**config.mk**
```make
export PLATFORM = sky130hd
export DESIGN_NAME = seg_scan_ctrl
export DESIGN_NICKNAME = d
export VERILOG_FILES = /design/src/rtl/seg_scan_ctrl.sv
export SDC_FILE = /design/constraint.sdc
export NUM_CORES = 1
export LEC_CHECK = 0
export ABC_AREA = 1
export CORE_ASPECT_RATIO = 1.1
export CORE_MARGIN = 4
export CORE_UTILIZATION = 64
export CTS_CLUSTER_DIAMETER = 200
export DETAILED_ROUTE_END_ITERATION = 7
export DONT_BUFFER_PORTS = 1
export GPL_TIMING_DRIVEN = 0
export MAX_ROUTING_LAYER = met4
export PLACE_DENSITY_LB_ADDON = 0.05
export SYNTH_ARGS = -nofsm -noshare
export SYNTH_HDL_FRONTEND = slang
export SYNTH_SLANG_ARGS = --single-unit
```
**constraint.sdc**
```tcl
create_clock -name sys_clk -period 4.2 [get_ports sys_clk]
set_input_delay 0.42 -clock sys_clk [delete_from_list [all_inputs] [get_ports sys_clk]]
set_output_delay 0.42 -clock sys_clk [all_outputs]
set_load 0.01 [all_outputs]
```
**src/rtl/seg_scan_ctrl.sv**
```systemverilog
// rtl/seg_scan_ctrl.sv - six-digit multiplexed 7-segment scan controller with shadow/active digit tables
module seg_scan_ctrl #(
  parameter logic [15:0] SCAN_CNT = 16'd50000,
  parameter logic [7:0]  GAP_CNT  = 8'd50
) (
  input  logic       sys_clk,
  input  logic       sys_rst_n,
  input  logic       wr_valid,
  output logic       wr_ready,
  input  logic [2:0] wr_addr,
  input  logic [3:0] wr_data,
  input  logic       wr_dp,
  input  logic       wr_en,
  input  logic       commit,
  output logic       commit_done,
  output logic       frame_tick,
  output logic [5:0] sel,
  output logic [7:0] seg_led
);

  typedef enum logic {ST_SHOW, ST_GAP} state_t;

  // Table entry layout: {en, dp, data[3:0]}
  logic [5:0]  r_shadow [6];
  logic [5:0]  r_active [6];
  logic        r_pending;
  state_t      r_state;
  state_t      w_state_nxt;
  logic [15:0] r_cnt;
  logic [15:0] w_cnt_nxt;
  logic [2:0]  r_idx;
  logic [2:0]  w_idx_nxt;
  logic        w_frame_wrap;
  logic        w_show_tc;
  logic        w_gap_tc;
  logic        w_wr_fire;
  logic [5:0]  w_cur;
  logic [5:0]  w_sel_nxt;
  logic [7:0]  w_seg_nxt;
  logic [6:0]  w_hex;
  logic [5:0]  r_sel;
  logic [7:0]  r_seg;

  assign w_show_tc = (r_cnt == SCAN_CNT - 16'd1);
  assign w_gap_tc  = (r_cnt == {8'd0, GAP_CNT} - 16'd1);
  // Writes are refused while a commit waits so the pending snapshot stays frozen
  assign w_wr_fire = wr_valid & ~r_pending;
  assign w_cur     = r_active[r_idx];

  assign wr_ready    = ~r_pending;
  assign frame_tick  = w_frame_wrap;
  assign commit_done = w_frame_wrap & r_pending;
  assign sel         = r_sel;
  assign seg_led     = r_seg;

  // Next-state logic: SHOW on-time, GAP blanking, digit index advances after each gap
  always_comb begin
    w_state_nxt  = r_state;
    w_cnt_nxt    = r_cnt + 16'd1;
    w_idx_nxt    = r_idx;
    w_frame_wrap = 1'b0;
    case (r_state)
      ST_SHOW: begin
        if (w_show_tc) begin
          w_state_nxt = ST_GAP;
          w_cnt_nxt   = 16'd0;
        end
      end
      ST_GAP: begin
        if (w_gap_tc) begin
          w_state_nxt  = ST_SHOW;
          w_cnt_nxt    = 16'd0;
          w_idx_nxt    = (r_idx == 3'd5) ? 3'd0 : r_idx + 3'd1;
          w_frame_wrap = (r_idx == 3'd5);
        end
      end
      default: begin
        w_state_nxt = ST_SHOW;
        w_cnt_nxt   = 16'd0;
      end
    endcase
  end

  // FSM state, counter and digit index registers
  always_ff @(posedge sys_clk) begin
    if (!sys_rst_n) begin
      r_state <= ST_SHOW;
      r_cnt   <= 16'd0;
      r_idx   <= 3'd0;
    end else begin
      r_state <= w_state_nxt;
      r_cnt   <= w_cnt_nxt;
      r_idx   <= w_idx_nxt;
    end
  end

  // Shadow/active tables and commit handshake; the copy happens only at a frame wrap
  always_ff @(posedge sys_clk) begin
    if (!sys_rst_n) begin
      for (int i = 0; i < 6; i++) begin
        r_shadow[i] <= 6'd0;
        r_active[i] <= 6'd0;
      end
      r_pending <= 1'b0;
    end else begin
      if (w_wr_fire && (wr_addr < 3'd6)) begin
        r_shadow[wr_addr] <= {wr_en, wr_dp, wr_data};
      end
      if (w_frame_wrap && r_pending) begin
        for (int i = 0; i < 6; i++) begin
          r_active[i] <= r_shadow[i];
        end
        r_pending <= 1'b0;
      end else if (commit && !r_pending) begin
        r_pending <= 1'b1;
      end
    end
  end

  // Hex to active-low segment pattern (g..a) for the digit currently selected
  always_comb begin
    w_hex = 7'h7F;
    case (w_cur[3:0])
      4'h0: w_hex = 7'h40;
      4'h1: w_hex = 7'h79;
      4'h2: w_hex = 7'h24;
      4'h3: w_hex = 7'h30;
      4'h4: w_hex = 7'h19;
      4'h5: w_hex = 7'h12;
      4'h6: w_hex = 7'h02;
      4'h7: w_hex = 7'h78;
      4'h8: w_hex = 7'h00;
      4'h9: w_hex = 7'h10;
      4'hA: w_hex = 7'h08;
      4'hB: w_hex = 7'h03;
      4'hC: w_hex = 7'h46;
      4'hD: w_hex = 7'h21;
      4'hE: w_hex = 7'h06;
      4'hF: w_hex = 7'h0E;
      default: w_hex = 7'h7F;
    endcase
  end

  // Drive pattern: lit only during SHOW of an enabled digit, blank otherwise
  always_comb begin
    w_sel_nxt = 6'h3F;
    w_seg_nxt = 8'hFF;
    if (r_state == ST_SHOW && w_cur[5]) begin
      w_sel_nxt = ~(6'd1 << r_idx);
      w_seg_nxt = {~w_cur[4], w_hex};
    end
  end

  // Registered pins, one clock behind the FSM so the pads see glitch-free levels
  always_ff @(posedge sys_clk) begin
    if (!sys_rst_n) begin
      r_sel <= 6'h3F;
      r_seg <= 8'hFF;
    end else begin
      r_sel <= w_sel_nxt;
      r_seg <= w_seg_nxt;
    end
  end

endmodule
```
After elaboration in Yosys (flattened, before gate mapping)
Memory sizes are Yosys's and may differ from the RTL's. A register that Yosys moved wholly into a read port is not among the register bits.
Index checks and enable logic that the tools add are counted.
- register bits after elaboration: 35
- bits in writable memories: 72
- bits in read-only memories: 112
- input bits: 13
- output and inout bits: 17
- logic and storage cells: 66
- memories: 3
- $add $sub $neg: 2
- order comparisons: 1
- equal/unequal tests: 3
- shift operators: 1
- muxes and demuxes: 27
- bitwise gates (word level): 13
- reduce and logical (&&, ||, !) cells: 10
- memories (memory ; words ; bits a word ; rd ports ; clocked after memory_dff ; wr ports ; RTL line ; source):
    (no name shown) ; 16 ; 7 ; 1 ; 1 ; 0 ; 123 ; case (w_cur[3:0])
    r_active ; 6 ; 6 ; 1 ; 1 ; 6 ; 25 ; logic [5:0] r_active [6];
    r_shadow ; 6 ; 6 ; 6 ; 0 ; 6 ; 24 ; logic [5:0] r_shadow [6];
- operators by type and width (cell ; count):
    2-to-1 mux 6 bit ; 7
    2-to-1 mux 16 bit ; 2
    one-hot mux 16 bit (2 select lines) ; 1
    adder 16 x 1 -> 16 bit (second input constant) ; 1
    equality test 16 bit (second input constant) ; 1
    equality test 16 x 6 -> 1 bit (second input constant) ; 1
    2-to-1 mux 1 bit ; 12
    2-to-1 mux 3 bit ; 4
    NOT 6 bit ; 1
    bitwise OR 1 bit ; 6
    OR reduction 6 bit ; 1
    << shifter 1 x 3 -> 6 bit (first input constant) ; 1
    logical AND 1 bit ; 4
    NOT 1 bit ; 4
    AND reduction 2 bit ; 2
    adder 3 x 1 -> 3 bit (second input constant) ; 1
    equality test 3 bit (second input constant) ; 1
    < comparator 3 bit (second input constant) ; 1
    bitwise AND 1 bit ; 2
    logical NOT 1 bit ; 2
    one-hot mux 1 bit (2 select lines) ; 1
    OR reduction 2 bit ; 1

Depth between registers and ports, before layout
Gate-level depths: netlist of the first run.
- word-level depth: 8
- depth in mapped cells: 13
- gate-level depth less buffers: 12

Worst setup path after synthesis of the first run
OpenSTA, ideal clock, no wires.
- path type: reg-to-reg
- from: reg r_cnt[0]
- to: mem r_active[0][0] (enable)
- setup time: 395 ps
- arrival time: 1943 ps
- data required time: 3805 ps
- setup slack: 1863 ps
- cell stages (with the launch flop): 8
- path buffers: 0
- clock period less this slack: 2337 ps
- cell sequence: dfxtp_1 -> ha_1 -> nand4_1 -> nor2_2 -> nand3_4 -> nor2_4 -> nand2_1 -> nand2_1
- RTL lines (element ; RTL line ; source):
    from (decl) ; 29 ; logic [15:0] r_cnt;
    from (signal assigned) ; 92 ; r_cnt <= w_cnt_nxt;
    to (decl) ; 25 ;

==> results of run 1 <==
## layer usage
metal	global-route usage	wire, µm	up-vias
li1	-	-	1667
met1	0.277	3880	1524
met2	0.333	4040	89
met3	0.0504	463	11
met4	0.0661	131	0
met5	-	0	-
## metrics by stage
step	hold slack, ns	setup WS, ns
floorplan	0.432	1.86
global placement	0.450	1.47
global route	0.209	1.73
finish	0.183	1.90
detailed placement	0.466	1.42
CTS	0.162	1.41
## state kept, by name, indices dropped and copies added (netlist names), named ones only
signal / cells
r_idx: 3
r_state: 1
seg_led: 8
r_cnt: 16
r_pending: 1
r_shadow: 36
r_active: 36
sel: 6
## cell families after synthesis
logic type,share of synthesized area
adder cells (fa/ha/maj),0.0233
AND/OR/NAND/NOR,0.248
buffers and inverters,0.0773
AO/OA/AOI/OAI,0.0241
flip-flops,0.606
XOR/XNOR,0.0218
## cell usage after synthesis
library cell,instances,share of area
or2_1,1,0.0013
o21bai_1,1,0.0016
xnor2_1,3,0.0054
nand3b_1,2,0.0031
nand3_4,2,0.0073
o21ai_0,9,0.0093
inv_1,80,0.062
nand4_1,2,0.0026
nand3_1,43,0.045
clkbuf_1,3,0.0023
nand2_2,2,0.0026
inv_2,2,0.0016
nor2_2,12,0.016
ha_1,9,0.023
buf_6,3,0.0070
nor2_1,113,0.088
nor3_1,6,0.0062
and2_1,1,0.0013
o211ai_1,4,0.0062
xor2_1,9,0.016
nand2_1,94,0.073
edfxtp_1,72,0.45
dfxtp_1,38,0.16
a21oi_1,5,0.0052
nor2_4,1,0.0023
buf_2,4,0.0041
o221ai_1,1,0.0018
## where the power goes
group          switching [µW]  total [µW]  internal (µW)  leakage, µW
clock                     344         563            219    0.0000833
sequential               18.2        1210           1190      0.00103
combinational            62.8        85.6           22.7     0.000907
total                     425        1860           1430      0.00202
## final timing paths
path	start	to	slack, ns	cells past startpoint
worst max-delay path	r_cnt[0]	r_active[5][3]	1.90	7
worst min-delay path	commit	r_pending	0.18	2
worst max register to register	r_cnt[0]	r_active[5][3]	1.90	7
worst min register to register	r_cnt[0]	r_cnt[0]	0.48	1
## area by class of cell
class                   count  area share
flip-flops and latches    110       0.573
multi-input cells         320       0.300
inverters                  82      0.0603
plain buffers              10      0.0127
well taps                  85      0.0208
clock buffers              10      0.0250
clock inverters             5     0.00833
==> flow_summary.yaml, run 1 <==
status:
  status: "finished clean"
routing:
  antenna_left: 0
  wirelength_mm: 8.52
  wl_per_cell_um: 13.7
  drc_errors: 0
  vias_per_cell: 5.29
  drt_iter0_drc: 193
  vias: 3291
  drt_pass1_iterations: 4
critical_path:
  critical-path-top-delay-family: "simple AND/OR/NAND/NOR gates"
  critPathSlowestCell: "nand2_2"
  cp_cell_sequence: "ha_1 > nand4_1 > nor2_2 > nand3_4 > nor2_4 > nand2_1 > nand2_2"
  critPathKind: "flip-flop to flip-flop"
  cp-start-kind: "flip-flop"
  cp_max_fo: 37
  crit_path_max_incr_delay_ns: 0.59
  path_buf_inv: 0
  critical_path_required_ns: 4.19
  crit_arrival_ns: 2.29
  end_kind: "flip-flop"
cts:
  clock_latency_ns: 0.37
  clock-sinks: 110
  clockBufferDepth: 2
  cts.hold.buffers_added: 0
  cts_htree_levels: 3
  post_cts_resized: 0
  post_cts_buffers: 0
  root_buffer: "clkbuf_8"
  clkTransAtPathRegs_ns: 0.10
  cts_tree: "done"
  cts_made_buffers: 9
sta:
  setup_viol_count_final: 0
  grt_setup_unrepaired: "no"
  layout_min_cycle_time_ns: 2.30
  drv_slew: 0
  max-slew-margin-rel: 0.476
  tightestPinTransition_ns: 0.783
  max_freq_mhz: 435
  finalHoldViolations: 0
  skew_ns: 0.0121
  setup_tns_ns: 0
  post-route-period-util: 0.548
min_path:
  hold_class: "input port to flip-flop"
placed_design:
  portBuffers: 0
  dp.cells: 607
  gp_congestion: 0.968
  dp_hpwl_mm: 6.46
  place_area_um2: 4930
yosys:
  synth-seq-cells: 110
  yosysWarningCount: 0
  ys_seq_area_frac: 0.606
  synthCells: 522
  syn_nets: 544
  avgSynthCellArea_um2: 9.24
  synth_cell_types: 27
  synth_area_um2: 4830
finish:
  stdcell_count: 622
  fillCellCount: 532
  antenna_cells: 0
  multi_input_area_um2: 1530
  regArea_um2: 2920
  syn2layout_area_growth_pct: 5.78
  final_common_cell: "nor2_1"
  nets: 555
  drive_above_1_share: 0.0764
  fin_util: 0.712
  layout_common_cells: "113 x nor2_1, 93 x nand2_1, 80 x inv_1, 72 x edfxtp_1, 43 x nand3_1"
  final_cell_area_um2: 5100
grt:
  grt_pass1_vias: 3049
  track_usage: 0.212
  antenna_found_initial: 0
  grt_max_degree: 38
  grt_remaining_overflow: 0
  grt_pass1_wl_mm: 14.5
floorplan:
  coreArea_um2: 7170
  initial_utilization: 0.673
  die_w_um: 90.8
  die_height_um: 99.1
  row_count: 32
  dieArea_um2: 9000
  io_pins: 30
power_and_ir_drop:
  p_per_area_nw_per_um2: 364
  power_uw: 1860
  ir_worst_vdd_uv: 247
  p_leak_uw: 0.00202
job:
  cap_violations: 0
Note: power is estimated with default switching activity, not from simulation.
==> run 2, diff against run 1 <==
--- a/config.mk
+++ b/config.mk
@@ -8,7 +8,7 @@
 export ABC_AREA = 1
 export CORE_ASPECT_RATIO = 1.1
 export CORE_MARGIN = 4
-export CORE_UTILIZATION = 64
+export CORE_UTILIZATION = 63
 export CTS_CLUSTER_DIAMETER = 200
 export DETAILED_ROUTE_END_ITERATION = 7
 export DONT_BUFFER_PORTS = 1
==> constraint.sdc (replaced) <==
create_clock -name sys_clk -period 2.3 [get_ports sys_clk]
set_input_delay 0.23 -clock sys_clk [delete_from_list [all_inputs] [get_ports sys_clk]]
set_output_delay 0.23 -clock sys_clk [all_outputs]
set_load 0.01 [all_outputs]
==> run 2 against run 1 <==
Effect of this change:
- hold slack lost 0.14 ns
- first-iteration DRC count grew 5.7%
- global-route usage shrank 0.55 points
- die area grew 1.5%
- sequential share of layout area is 0.83 points lower
- via count shrank 1.4%
==> flow_summary.yaml, run 2 (same netlist as run 1, synthesis figures left out) <==
placed_design:
  dp.cells: 627
  portBuffers: 0
  place_area_um2: 4960
  gp_congestion: 0.903
  dp_hpwl_mm: 6.53
power_and_ir_drop:
  p_leak_uw: 0.00205
  power_switching_uw: 803
  p_seq_frac: 0.623
  p_per_area_nw_per_um2: 685
  p_int_uw: 2740
  ir_worst_vdd_uv: 465
  pwr-share-clk: 0.332
  switching_share: 0.226
  comb_power_share: 0.045
min_path:
  hold_class: "input port to flip-flop"
critical_path:
  cp_max_fo: 37
  critPathKind: "flip-flop to flip-flop"
  crit_path_max_incr_delay_ns: 0.39
  path_buf_inv: 0
  critPathSlowestCell: "dfxtp_1"
  end_kind: "flip-flop"
  critical_path_required_ns: 2.31
  critical-path-top-delay-family: "simple AND/OR/NAND/NOR gates"
  cp-start-kind: "flip-flop"
  crit_arrival_ns: 2.09
  cp_cell_sequence: "ha_1 > nand4_1 > nor2_2 > nand3_4 > nor2_4 > nand2_1 > nand2_4"
routing:
  vias: 3245
  drc_errors: 0
  vias_per_cell: 5.04
  wirelength_mm: 8.59
  antenna_left: 0
  drt_iter0_drc: 204
  wl_per_cell_um: 13.3
  drt_pass1_iterations: 5
grt:
  grt_pass1_wl_mm: 14.5
  grt_pass1_vias: 3099
  grt_max_degree: 38
  track_usage: 0.207
  antenna_found_initial: 0
  grt_remaining_overflow: 0
finish:
  layout_common_cells: "113 x nor2_1, 93 x nand2_1, 80 x inv_1, 72 x edfxtp_1, 43 x nand3_1"
  fillCellCount: 597
  drive_above_1_share: 0.0798
  fin_util: 0.693
  multi_input_area_um2: 1540
  largestRegisters: "r_active: 36 flops, r_shadow: 36 flops, r_cnt: 16 flops"
  stdcell_count: 644
  nets: 556
  syn2layout_area_growth_pct: 7.34
  final_cell_area_um2: 5180
  antenna_cells: 0
  final_common_cell: "nor2_1"
  regArea_um2: 2920
sta:
  tightestPinTransition_ns: 0.650
  max-slew-margin-rel: 0.567
  post-route-period-util: 0.904
  drv_slew: 0
  setup_tns_ns: 0
  setup_viol_count_final: 0
  grt_setup_unrepaired: "no"
  max_freq_mhz: 481
  layout_min_cycle_time_ns: 2.08
  finalHoldViolations: 0
  skew_ns: 0.0162
  timing.hold.ws_ns: 0.0427
cts:
  clock-sinks: 110
  cts_htree_levels: 3
  clockBufferDepth: 2
  root_buffer: "clkbuf_8"
  cts_made_buffers: 9
  clock_latency_ns: 0.36
  cts_tree: "done"
  post_cts_buffers: 0
  clkTransAtPathRegs_ns: 0.10
status:
  status: "finished clean"
job:
  cap_violations: 0
floorplan:
  die_w_um: 91.5
  row_count: 33
  dieArea_um2: 9130
  coreArea_um2: 7470
  die_height_um: 99.8
  io_pins: 30
  initial_utilization: 0.646
-- run 2: metal layers --
| metal | vias to the layer above | routed length, µm | part of all wire | track usage |
|---|---|---|---|---|
| met1 | 1478 | 4100 | 0.48 | 0.273 |
| met2 | 89 | 3950 | 0.46 | 0.327 |
| li1 | 1667 | - | - | - |
| met5 | - | 0 | 0 | - |
| met3 | 11 | 405 | 0.047 | 0.0405 |
| met4 | 0 | 123 | 0.014 | 0.0638 |
-- run 2: worst register-to-register path, stage by stage (launching register included) --
cell     delay, ns
dfxtp_1       0.39
ha_1          0.18
nand4_1       0.11
nor2_2        0.19
nand3_4       0.15
nor2_4        0.21
nand2_1       0.13
nand2_4       0.36
-- run 2: area by class of cell --
type	count	area share
plain buffers	10	0.0128
clock buffers	10	0.0246
clock inverters	6	0.0147
inverters	82	0.0594
multi-input cells	320	0.297
flip-flops and latches	110	0.564
well taps	105	0.0254
repair buffers	1	0.00193
-- run 2: worst paths after layout --
path         startpoint             end  slack [ns]  depth (start not counted)
max reg2reg    r_cnt[0]  r_active[3][2]        0.22                          7
min reg2reg    r_cnt[0]        r_cnt[0]        0.48                          1
min           sys_rst_n       r_cnt[15]        0.04                          2
max            r_cnt[0]  r_active[3][2]        0.22                          7
-- run 2: metrics by stage --
| stage | worst slack [ns] | power, µW |
|---|---|---|
| finish | 0.222 | 3550 |
| global route | 0.00515 | 3680 |
| CTS | 0.182 | 3570 |
| detailed placement | -0.00448 | 2410 |
| global placement | 0.00121 | 2410 |
| floorplan | 0.301 | 2370 |
-- run 2: power by group through the flow --
stage | sequential (µW) | combinational [µW] | clock (µW)
6_report | 2210 | 159 | 1180
5_1_grt | 2220 | 183 | 1280
4_1_cts | 2210 | 160 | 1200
3_5_place_dp | 2260 | 157 | 0
3_3_place_gp | 2250 | 153 | 0
2_1_floorplan | 2250 | 121 | 0
-- run 2: repair_timing --
item / CTS / global route
endpoints found under the setup margin: 36 / 2
endpoints found under the hold margin: 1 / 0
resized for setup: 1 / 2
hold buffers: 1 / 0
